[config.mk]
export PLATFORM = sky130hd
export DESIGN_NAME = prog_loader
export DESIGN_NICKNAME = d
export VERILOG_FILES = /design/src/rtl/prog_loader.sv
export SDC_FILE = /design/constraint.sdc
export NUM_CORES = 1
export LEC_CHECK = 0
export BUFFER_PORTS_ARGS = -buffer_cell sky130_fd_sc_hd__buf_2
export CORE_MARGIN = 2
export CORE_UTILIZATION = 55
export DETAILED_ROUTE_END_ITERATION = 12
export PLACE_DENSITY = 0.76
export SLEW_MARGIN = 40
export SYNTH_ARGS = -nofsm -noshare
export SYNTH_HDL_FRONTEND = slang
export SYNTH_SLANG_ARGS = --single-unit
[constraint.sdc]
create_clock -name clk -period 5.7 [get_ports clk]
set_input_delay 0.57 -clock clk [delete_from_list [all_inputs] [get_ports clk]]
set_output_delay 0.57 -clock clk [all_outputs]
set_load 0.03 [all_outputs]
[src/rtl/prog_loader.sv]
// prog_loader
//   Streams a framed program image into the SAP-1.5 program RAM while holding
//   the CPU in reset, then releases the CPU once the frame checksum is good.
//   Frame: ADDR byte, LEN byte, LEN data bytes, CSUM byte. The frame is good
//   when (sum of data bytes + CSUM) mod 2^DATA_WIDTH == 0.
//
// Ports
//   clk        system clock, rising edge
//   reset      asynchronous, active-low reset
//   start      one-cycle pulse, begins a load from IDLE, DONE or ERR
//   in_valid   stream byte present on in_data
//   in_data    stream byte
//   in_ready   loader accepts a byte this cycle
//   ram_we     RAM write strobe, one cycle per data byte
//   ram_addr   RAM write address
//   ram_wdata  RAM write data
//   cpu_hold   CPU reset; high keeps the CPU in reset
//   done       last load completed with a good checksum
//   error      last load failed its checksum
module prog_loader #(
    parameter int ADDR_WIDTH = 4,
    parameter int DATA_WIDTH = 8
) (
    input  logic                  clk,
    input  logic                  reset,
    input  logic                  start,
    input  logic                  in_valid,
    input  logic [DATA_WIDTH-1:0] in_data,
    output logic                  in_ready,
    output logic                  ram_we,
    output logic [ADDR_WIDTH-1:0] ram_addr,
    output logic [DATA_WIDTH-1:0] ram_wdata,
    output logic                  cpu_hold,
    output logic                  done,
    output logic                  error
);

    typedef enum logic [2:0] {
        IDLE,
        S_ADDR,
        S_LEN,
        S_DATA,
        S_CSUM,
        DONE,
        ERR
    } state_t;

    state_t                state;
    logic [ADDR_WIDTH-1:0] addr;
    logic [DATA_WIDTH-1:0] count;
    logic [DATA_WIDTH-1:0] sum;
    logic [DATA_WIDTH-1:0] csum_total;
    logic                  xfer;

    assign xfer       = in_valid && in_ready;
    // Running data sum plus the checksum byte currently on the stream.
    assign csum_total = sum + in_data;

    // All outputs are registered alongside the state so that they change
    // together with it: in_ready is set on the edge that leaves a waiting
    // state, done/error/cpu_hold on the edge that accepts CSUM.
    always_ff @(posedge clk or negedge reset) begin
        if (!reset) begin
            state     <= IDLE;
            addr      <= '0;
            count     <= '0;
            sum       <= '0;
            in_ready  <= 1'b0;
            ram_we    <= 1'b0;
            ram_addr  <= '0;
            ram_wdata <= '0;
            cpu_hold  <= 1'b1;
            done      <= 1'b0;
            error     <= 1'b0;
        end else begin
            // Write strobe is a single-cycle pulse unless a data byte lands.
            ram_we <= 1'b0;
            case (state)
                IDLE, DONE, ERR: begin
                    if (start) begin
                        state    <= S_ADDR;
                        in_ready <= 1'b1;
                        cpu_hold <= 1'b1;
                        done     <= 1'b0;
                        error    <= 1'b0;
                    end
                end
                S_ADDR: begin
                    if (xfer) begin
                        addr  <= in_data[ADDR_WIDTH-1:0];
                        sum   <= '0;
                        state <= S_LEN;
                    end
                end
                S_LEN: begin
                    if (xfer) begin
                        count <= in_data;
                        state <= (in_data == '0) ? S_CSUM : S_DATA;
                    end
                end
                S_DATA: begin
                    if (xfer) begin
                        ram_we    <= 1'b1;
                        ram_addr  <= addr;
                        ram_wdata <= in_data;
                        sum       <= csum_total;
                        addr      <= addr + ADDR_WIDTH'(1);
                        count     <= count - DATA_WIDTH'(1);
                        if (count == DATA_WIDTH'(1)) begin
                            state <= S_CSUM;
                        end
                    end
                end
                S_CSUM: begin
                    if (xfer) begin
                        in_ready <= 1'b0;
                        if (csum_total == '0) begin
                            state    <= DONE;
                            done     <= 1'b1;
                            cpu_hold <= 1'b0;
                        end else begin
                            state <= ERR;
                            error <= 1'b1;
                        end
                    end
                end
                default: begin
                    state    <= IDLE;
                    in_ready <= 1'b0;
                    cpu_hold <= 1'b1;
                end
            endcase
        end
    end

endmodule
==> impl_metrics.yaml <==
status:
  status: "finished clean"
clocking:
  cts.reportedPaths.clkPinSlew_ns: 0.08
  cts_hold_buf: 0
  clockBufferDepth: 2
  root_buffer: "clkbuf_8"
  cts_tree: "done"
  cts_made_buffers: 5
  post_cts_buffers: 0
  cts-htree-levels: 2
  cts_resized: 0
  clk_latency_ns: 0.30
  cts_sinks: 40
setup_path:
  worstPathMaxFanout: 18
  required_ns: 5.94
  path_class: "flip-flop to flip-flop"
  critPathCaptureType: "flip-flop"
  start_kind: "flip-flop"
  arrival_ns: 2.90
finish:
  multi_input_area_sq_um: 1230
  diodes: 0
  final-seq-area_sq_um: 1000
  areaGrowthSynthToFinish_pct: 11.2
  utilization: 0.638
  drive_gt1_frac: 0.150
  fillers: 350
  finish.net_count: 315
floorplan:
  coreArea_sq_um: 4030
  die_area_sq_um: 4730
  num_rows: 23
  die_h_microns: 68.8
  die_width_microns: 68.8
  boundaryPins: 29
  initial_utilization: 0.573
detailed_routing:
  vias: 2050
  drc: 0
  drtIter0Drc: 139
  finalWirelength_microns: 5130
  routed_via_density: 5.98
  drtAntennaViolNets: 0
  dr.pass1.iters: 4
  wl_per_cell_microns: 14.9
placement:
  io_buffers: 28
  dp_hpwl_microns: 3670
  dp_slack_ns: 2.75
  gp_congestion: 0.932
synth:
  synth_common_cells: "50 x nand2_1, 39 x dfrtp_1, 26 x nor2_1"
  synthMuxAreaShare: 0.0135
  synth_top_area_cell: "dfrtp_1"
  ys_async_sr_fraction: 1.00
  synth_compound_area_frac: 0.215
  synth_ff_type: "dfrtp_1"
  synth_top_area_frac: 0.423
  synth_nets: 290
  syn_inst: 267
  synth_edf_count: 0
  synth_top_family_by_area: "simple AND/OR/NAND/NOR gates"
  synthAdderAreaFrac: 0.0628
  synth_xor_area_frac: 0.0152
  avgSynthCellArea_sq_um: 8.65
  ys_types: 52
  synth.most_common_cell: "nand2_1"
  syn_area_sq_um: 2310
  ys_seq_elements: 40
  synthTopCellsByArea: "dfrtp_1 42%, nand2_1 8.1%, ha_1 5.4%, o21ai_0 5.2%, a21oi_1 4.6%"
  ys_warn_count: 0
  synthSimpleGateAreaFrac: 0.227
  yosysSeqAreaShare: 0.434
power_and_ir_drop:
  p_per_area_nw_per_um2: 555
  finalPower_mw: 1.42
  p_leak_nw: 1.25
  vdd_drop_max_mv: 0.325
sta:
  finalCritPeriodShare: 0.467
  finalClockSkew_ns: 0.00629
  max_slew_margin: 0.515
  worst_slew_pin_slew_ns: 0.718
  max_freq_mhz: 375
  hold_violations: 0
  period_minus_slack_ns: 2.66
  layout_setup_ws_ns: 3.04
  finalSetupViolCount: 0
  tns_ns: 0
  hold_ws_ns: 0.232
  grt_setup_unrepaired: "no"
  slew_violations: 0
global_routing:
  grt_max_degree: 41
  grt_pass1_vias: 1895
  gr-usage-all-layers: 0.250
  grt-ovfl-total: 0
  grt_pass1_wl_microns: 8700
  antenna_found_initial: 0
worst_hold_path:
  min_path_type: "primary input to asynchronous set/reset pin"
run:
  cap_violations: 0
-- cells by family after synthesis --
kind of cell / Yosys count
AOI/OAI and AO/OA: 78
xor gates and xnor gates: 4
adders and majority gates: 11
buffers and inverters: 19
DFF: 40
muxes: 3
and+or+nand+nor: 112
-- worst max-delay path: stages (launching register included) --
cell and delay (ns):
dfrtp_1 0.49, inv_1 0.17, nor3b_1 0.52, nand3_1 0.64
clkinv_1 0.55, a22o_1 0.22
-- sequential cells by signal (all words and copies together), names as in the netlist, 3 cells and up --
name	flops
addr	4
sum	8
count	8
ram_addr	4
state	3
ram_wdata	8
-- power breakdown --
part | leakage [nW] | switching, mW | internal, mW
combinational | 0.708 | 0.439 | 0.280
sequential | 0.496 | 0.117 | 0.402
clock | 0.0479 | 0.102 | 0.0853
-- final timing paths --
check	startpoint	endpoint	slack, ns	depth (start not counted)
hold reg to reg	ram_wdata[6]	ram_wdata[6]	0.47	2
min in group clk	ram_wdata[6]	ram_wdata[6]	0.47	2
max in group asynchronous	reset	cpu_hold	5.10	1
hold / removal	reset	ram_we	0.23	1
setup / recovery	state[0]	sum[2]	3.04	5
setup reg to reg	state[0]	sum[2]	3.04	5
-- per-stage QoR --
| stage | area, sq um | std cells |
|---|---|---|
| after floorplan | 2310 | 267 |
| after global placement | 2470 | 334 |
| after detailed placement | 2470 | 334 |
| after CTS | 2560 | 342 |
| after global routing | 2570 | 343 |
| final | 2570 | 343 |
-- cell usage in the layout, fill, tap and decap left out, drive strengths merged, types with 5 or more instances in the layout --
cell type and count:
nor2 27, inv 7, ha 10, dfrtp 39
a21oi 21, nand2 50, nand3 5, o21ai 25
clkbuf 5, buf 29, a22o 5, nor3 5
-- area by class of cell --
cell class / count / share of cell area
Multi-Input combinational cell: 208 / 0.480
Sequential cell: 40 / 0.390
Timing Repair Buffer: 29 / 0.0599
Clock buffer: 5 / 0.0268
Tap cell: 50 / 0.0244
Inverter: 8 / 0.0117
Clock inverter: 3 / 0.00731
-- metal layers --
metal,routed length [microns],global-route usage,vias up
met5,0,0,-
met4,74,0.0760,0
met3,370,0.0536,8
met2,2470,0.406,57
met1,2210,0.336,982
li1,-,-,1003
Power figures use the tool's default switching activity.
